===== src/rtl/seq_detector_param.sv =====
// Serial pattern detector with an optional-overlap match, a prefix-progress
// indicator and a saturating match counter.
module seq_detector_param #(
  parameter int unsigned              PATTERN_LEN = 4,
  parameter logic [PATTERN_LEN-1:0]   PATTERN     = 4'b1011,
  parameter bit                       OVERLAP     = 1'b1,
  parameter int unsigned              COUNT_W     = 4
) (
  input  logic               clk,
  input  logic               rst_a_p,
  input  logic               enable,
  input  logic               din,
  input  logic               clear_cnt,
  output logic               match,
  output logic [3:0]         progress,
  output logic [COUNT_W-1:0] match_cnt,
  output logic               cnt_sat
);

  localparam int unsigned N      = PATTERN_LEN;
  localparam int unsigned FILL_W = $clog2(N + 1);
  localparam int unsigned PROG_W = 4;

  localparam logic [FILL_W-1:0]  FILL_FULL = FILL_W'(N);
  localparam logic [COUNT_W-1:0] CNT_MAX   = '1;

  logic [N-1:0]       hist_q, hist_d;
  logic [FILL_W-1:0]  fill_q, fill_d;
  logic [PROG_W-1:0]  prog_q, prog_d;
  logic               match_q, match_d;
  logic [COUNT_W-1:0] cnt_q, cnt_d;
  logic               sat_q, sat_d;

  logic [N-1:0]       hist_step;
  logic [FILL_W-1:0]  fill_step;
  logic               full_hit;
  logic [PROG_W-1:0]  best_full;
  logic [PROG_W-1:0]  best_prop;
  logic [N-1:0]       mask_k;
  logic [N-1:0]       pat_k;

  // Candidate history after consuming din, and the longest pattern prefix it ends with
  always_comb begin
    hist_step = {hist_q[N-2:0], din};
    fill_step = (fill_q == FILL_FULL) ? fill_q : fill_q + FILL_W'(1);
    full_hit  = (fill_step == FILL_FULL) && (hist_step == PATTERN);
    best_full = '0;
    best_prop = '0;
    mask_k    = '0;
    pat_k     = '0;
    // Last k bits (oldest at bit k-1) against the first k pattern bits
    for (int k = 1; k <= int'(N); k++) begin
      mask_k = {N{1'b1}} >> (int'(N) - k);
      pat_k  = PATTERN >> (int'(N) - k);
      if ((hist_step & mask_k) == pat_k) begin
        if (k <= int'(fill_step)) best_full = PROG_W'(k);
        if (k < int'(N))          best_prop = PROG_W'(k);
      end
    end
  end

  // Next-state selection for history, fill, progress, pulse and counter
  always_comb begin
    hist_d  = hist_q;
    fill_d  = fill_q;
    prog_d  = prog_q;
    match_d = 1'b0;
    if (enable) begin
      hist_d  = hist_step;
      match_d = full_hit;
      if (full_hit) begin
        // A hit restarts the prefix from the pattern's border, or from scratch
        fill_d = OVERLAP ? fill_step : '0;
        prog_d = OVERLAP ? best_prop : '0;
      end else begin
        fill_d = fill_step;
        prog_d = best_full;
      end
    end
    if (clear_cnt) begin
      cnt_d = '0;
    end else if (match_d && (cnt_q != CNT_MAX)) begin
      cnt_d = cnt_q + COUNT_W'(1);
    end else begin
      cnt_d = cnt_q;
    end
    sat_d = (cnt_d == CNT_MAX);
  end

  // State registers with synchronous reset taking priority over everything
  always_ff @(posedge clk) begin
    if (rst_a_p) begin
      hist_q  <= '0;
      fill_q  <= '0;
      prog_q  <= '0;
      match_q <= 1'b0;
      cnt_q   <= '0;
      sat_q   <= 1'b0;
    end else begin
      hist_q  <= hist_d;
      fill_q  <= fill_d;
      prog_q  <= prog_d;
      match_q <= match_d;
      cnt_q   <= cnt_d;
      sat_q   <= sat_d;
    end
  end

  assign match     = match_q;
  assign progress  = prog_q;
  assign match_cnt = cnt_q;
  assign cnt_sat   = sat_q;

endmodule


===== config.mk =====
export PLATFORM = sky130hd
export DESIGN_NAME = seq_detector_param
export DESIGN_NICKNAME = d
export VERILOG_FILES = /design/src/rtl/seq_detector_param.sv
export SDC_FILE = /design/constraint.sdc
export NUM_CORES = 1
export LEC_CHECK = 0
export ABC_CLOCK_PERIOD_IN_PS = 1900
export CAP_MARGIN = 20
export CORE_MARGIN = 2
export CORE_UTILIZATION = 40
export CTS_CLUSTER_DIAMETER = 60
export DETAILED_ROUTE_END_ITERATION = 16
export PLACE_DENSITY = 0.77
export SLEW_MARGIN = 5
export SYNTH_ARGS = -nofsm -noshare
export SYNTH_HDL_FRONTEND = slang
export SYNTH_SLANG_ARGS = --single-unit

===== constraint.sdc =====
create_clock -name clk -period 1.9 [get_ports clk]
set_input_delay 0.285 -clock clk [delete_from_list [all_inputs] [get_ports clk]]
set_output_delay 0.285 -clock clk [all_outputs]
set_load 0.05 [all_outputs]

# [Word-level counts from Yosys, hierarchy flattened]
# Cells that the tools add are included.
[word_totals] register_bits=16 latchBits=0 ram_bits=0 romBits=0 input_bits=5 out_inout_bits=10 wordCells=37 n_memories=0
[op_classes] add_sub_neg=2 n_mul=0 div_mod_pow=0 order_cmp=4 eq_ne=7 shift=0 mux=16 bitwise_logic=0 reduce_logical=2
[op_table] cell="$mux W4" n=10
[op_table] cell="$eq A3 B3 Y1 const B" n=3
[op_table] cell="$eq A4 B4 Y1 const B" n=2
[op_table] cell="$le A2 B3 Y1 const A" n=2
[op_table] cell="$add A4 B1 Y4 const B" n=1
[op_table] cell="$mux W1" n=4
[op_table] cell="$ne A4 B4 Y1 const B" n=1
[op_table] cell="$add A3 B1 Y3 const B" n=1
[op_table] cell="$le A1 B3 Y1 const A" n=1
[op_table] cell="$le A3 B3 Y1 const A" n=1
[op_table] cell="$mux W3" n=1
[op_table] cell="$eq A2 B2 Y1 const B" n=1
[op_table] cell="$logic_and A1 B1 Y1" n=2
[op_table] cell="$mux W2" n=1

# [Longest topological paths before layout]
# Gate-level depths: netlist (run 1).
[logic_depth] ltp_word=12 ltp_mapped=7 depth_no_buf=7

# [Least setup slack after synthesis (run 1)]
# Ideal clock, no wire load.
[synth_path] path_type="register to register" from="reg fill_q[0]" to="reg sat_q (netlist: cnt_sat)" setup_ns=0.087 t_arrival_ns=1.815 t_required_ns=1.813 path_slack_ns=-0.002 path_stages_with_launch=8 path_buffers=0 period_less_slack_ns=1.902 path_cell_list="dfxtp_1 -> inv_1 -> ha_1 -> nor2b_1 -> mux2i_4 -> nor4_4 -> mux2i_1 -> nor4b_2"
[synth_between] elab_chain_len=9 elab_cells_between_ends=10 classes_between="add/sub (1); eq/ne (3); mux (4); reduce/logical (2)"
[synth_lines] element="start: declaration" line_no="28" source="logic [FILL_W-1:0] fill_q, fill_d;"
[synth_lines] element="start signal: assignment" line_no="101" source="fill_q <= fill_d;"
[synth_lines] element="$add A3 B1 Y3 or $eq A3 B3 Y1 (tied branches)" line_no="45" source="fill_step = (fill_q == FILL_FULL) ? fill_q : fill_q + FILL_W'(1);"
[synth_lines] element="$mux W3 *" line_no="45"
[synth_lines] element="via fill_step[1]" line_no="35" source="logic [FILL_W-1:0] fill_step;"
[synth_lines] element="$eq A3 B3 Y1 *" line_no="46" source="full_hit = (fill_step == FILL_FULL) && (hist_step == PATTERN);"
[synth_lines] element="$logic_and A1 B1 Y1 *" line_no="46"
[synth_lines] element="$mux W1 *" line_no="68" source="if (enable) begin"
[synth_lines] element="$logic_and A1 B1 Y1 *" line_no="82" source="end else if (match_d && (cnt_q != CNT_MAX)) begin"
[synth_lines] element="$mux W4 *" line_no="82"
[synth_lines] element="$mux W4 *" line_no="80" source="if (clear_cnt) begin"
[synth_lines] element="$eq A4 B4 Y1 *" line_no="87" source="sat_d = (cnt_d == CNT_MAX);"
[synth_lines] element="end signal: assignment" line_no="105" source="sat_q <= sat_d;"
[synth_lines] element="end: declaration" line_no="32" source="logic sat_q, sat_d;"
# Mark *: on every way through the listed nets, which the timed path passes. The rest lies on a longest branch.
# A chain may end at the register's enable or synchronous reset.

# [Final worst setup path (run 1)]
[layout_path] from="reg cnt_q[3] (netlist: match_cnt[3])" to="out match_cnt[3]"
[layout_rtl] element="start: declaration" line_no="31" source="logic [COUNT_W-1:0] cnt_q, cnt_d;"
[layout_rtl] element="start signal: assignment" line_no="104" source="cnt_q <= cnt_d;"
[layout_rtl] element="end: declaration" line_no="16" source="output logic [COUNT_W-1:0] match_cnt,"
# No word-level cell between the ends.

==> metrics.csv, run 1 <==
stage,metric,value,unit
worst_setup_path,critical_path_buf_inv_count,1,
cells_and_area,layout_commonest_cell,dfxtp_1,
yosys,syn_avg_cell_area,9.34,um2
clock_network,hold_buffers,0,
worst_setup_path,critPathMaxStageDelay,840,ps
floorplanning,die_h,49.3,um
placement,placed_cell_area,0.00101,mm2
detailed_routing,wire_per_inst,12.7,um
cells_and_area,nets,118,
clock_network,clkLatencyLatePin,280,ps
worst_setup_path,worstPathCellList,clkdlybuf4s50_1,
detailed_routing,vias,705,
cells_and_area,final_area,0.00109,mm2
clock_network,htreeDepth,1,
clock_network,cts_tree,built,
sta,worstMarginPinSlew,511,ps
placement,dpl_worst_slack,-34.4,ps
placement,portBuffers,13,
sta,finalCriticalPeriod,1850,ps
detailed_routing,firstDrtPassIters,4,
cells_and_area,syn_to_final_growth,32.7,%
cells_and_area,final_core_utilization,0.562,
floorplanning,die_w,49.3,um
min_path,holdCritPathClass,flop to flop,
sta,finalSetupTns,0,ps
sta,min_period_over_period,0.975,
worst_setup_path,cp_max_fo,5,
sta,fmax,0.540,GHz
yosys,ys_warn_count,0,
worst_setup_path,crit_family,buffers and inverters,
cells_and_area,diodes,0,
pwr,power_density,600,mW/mm2
yosys,synth_edf_count,0,
floorplanning,placeableCoreArea,0.00194,mm2
floorplanning,die_area,0.00243,mm2
floorplanning,start_util,0.423,
pwr,ir_worst_vdd,482,uV
cells_and_area,regArea,303,um2
detailed_routing,routed_wl,1710,um
sta,fin_ws,48.3,ps
detailed_routing,drc,0,
detailed_routing,drt_iter0_markers,33,
pwr,p_leak,0.000447,uW
worst_setup_path,crit_required,1620,ps
yosys,synthArstFlopShare,0,
clock_network,cts_buffer_depth,2,
yosys,synth_nets,97,
worst_setup_path,crit_path_end_kind,output port,
run_status,status,finished clean,
yosys,synth_cell_types,31,
clock_network,post_cts_buffers,0,
floorplanning,pin_count,15,
clock_network,root_buffer,clkbuf_4,
grt,grt_antenna_before_repair,0,
floorplanning,rows,16,
yosys,synth_seq_area_share,0.365,
yosys,syn_inst,88,
worst_setup_path,arrival,1570,ps
cells_and_area,fillerInstances,175,
sta,maxSlewViolCount,0,
cells_and_area,drive_above_1_share,0.250,
sta,slew_headroom,0.659,
grt,grt_pass1_vias,657,
yosys,synthFlopType,dfxtp_1,
cells_and_area,multi_input_area,532,um2
sta,setup_viol,0,
clock_network,cts_buffers,3,
sta,finalHoldViolations,0,
worst_setup_path,cp_slowest_cell,clkdlybuf4s50_1,
yosys,syn_area,822,um2
flow_run,maxCapViolations,0,
worst_setup_path,path_class,flop to output port,
grt,grt_use_total,0.146,
clock_network,clkTransAtPathRegs,100,ps
cells_and_area,final_cell_mix,"dfxtp_1, clkdlybuf4s50_1, a21oi_1",
detailed_routing,ant_nets,0,
yosys,ys_ff_latch,15,
worst_setup_path,startpoint_type,flop,
clock_network,clkSinkCount,15,
grt,grt_max_degree,10,
placement,place_hpwl,1250,um
placement,gp_congestion,0.788,
detailed_routing,via_per_inst,5.22,
sta,clock_skew,7.28,ps
grt,grt_overflow_total,0,
grt,grt_pass1_wl,2790,um
cell families after synthesis:
family / after synthesis / synth area share
buffers and inverters: 7 / 0.0411
AND/OR/NAND/NOR: 39 / 0.306
flip-flops: 15 / 0.365
AO/OA/AOI/OAI: 12 / 0.0913
XOR/XNOR: 4 / 0.0426
multiplexers: 6 / 0.0883
adder cells (fa/ha/maj): 4 / 0.0609
other: 1 / 0.00456
metal layers:
layer	track usage	routed length (um)
met5	0	0
met1	0.183	792
met3	0.0276	68
met2	0.241	829
met4	0.0667	19
power by group:
part / switching [uW] / internal (uW)
Combinational: 74.1 / 60.1
Clock: 111 / 78.1
Sequential: 7.62 / 324
state kept, by name (all words and copies together), names as in the netlist:
name,flops
progress,3
match_cnt,4
cnt_sat,1
fill_q,3
match,1
hist_q,3
worst min-delay path, cell delays in order, from the launching register on:
cell	delay, ps
dfxtp_1	320
nand2_1	60
a21oi_1	50
cell type report:
type                       instances  area share
clock inverter                     1     0.00459
clock buffer                       3      0.0206
tap                               27      0.0310
sequential                        15       0.278
multi-input combinational         66       0.487
inverter                           4      0.0138
timing repair buffer              19       0.165
synth_stat cells (2+ instances only):
library cell,instances,area [um2]
a21oi_1,8,40.0
buf_4,2,15.0
dfxtp_1,15,300
ha_1,4,50.1
inv_1,4,15.0
mux2i_1,5,50.1
nand2_1,8,30.0
nor2_1,8,30.0
nor2b_1,3,18.8
nor3_1,5,25.0
nor4_1,3,18.8
xnor2_1,4,35.0
through the flow:
step	hold WS [ps]	instances	power, uW
global route	511	135	687
global placement	454	131	453
finish	470	135	654
CTS	473	135	644
detailed placement	457	131	457
floorplan	362	88	423
worst paths after layout:
path | start | to | slack [ps] | cells past startpoint
worst max-delay path | match_cnt[3]$_SDFF_PP0_ | match_cnt[3] | 50 | 1
worst min-delay path | progress[0]$_SDFFE_PP0P_ | progress[0]$_SDFFE_PP0P_ | 470 | 2
worst max register to register | fill_q[1]$_SDFFE_PP0P_ | progress[2]$_SDFFE_PP0P_ | 90 | 6
worst min register to register | progress[0]$_SDFFE_PP0P_ | progress[0]$_SDFFE_PP0P_ | 470 | 2
timing repair:
item                       4_1_cts  5_1_grt
setup endpoints to repair        1        9
pin swaps                        0        1
gates resized for setup          2        9
Note: power is estimated with default switching activity, not from simulation.
==> run 2, diff against run 1 <==
SLEW_MARGIN = 10   (was 5)
==> results of run 2 <==
No change in the layout: final DEF, timing and power equal those of run 1.
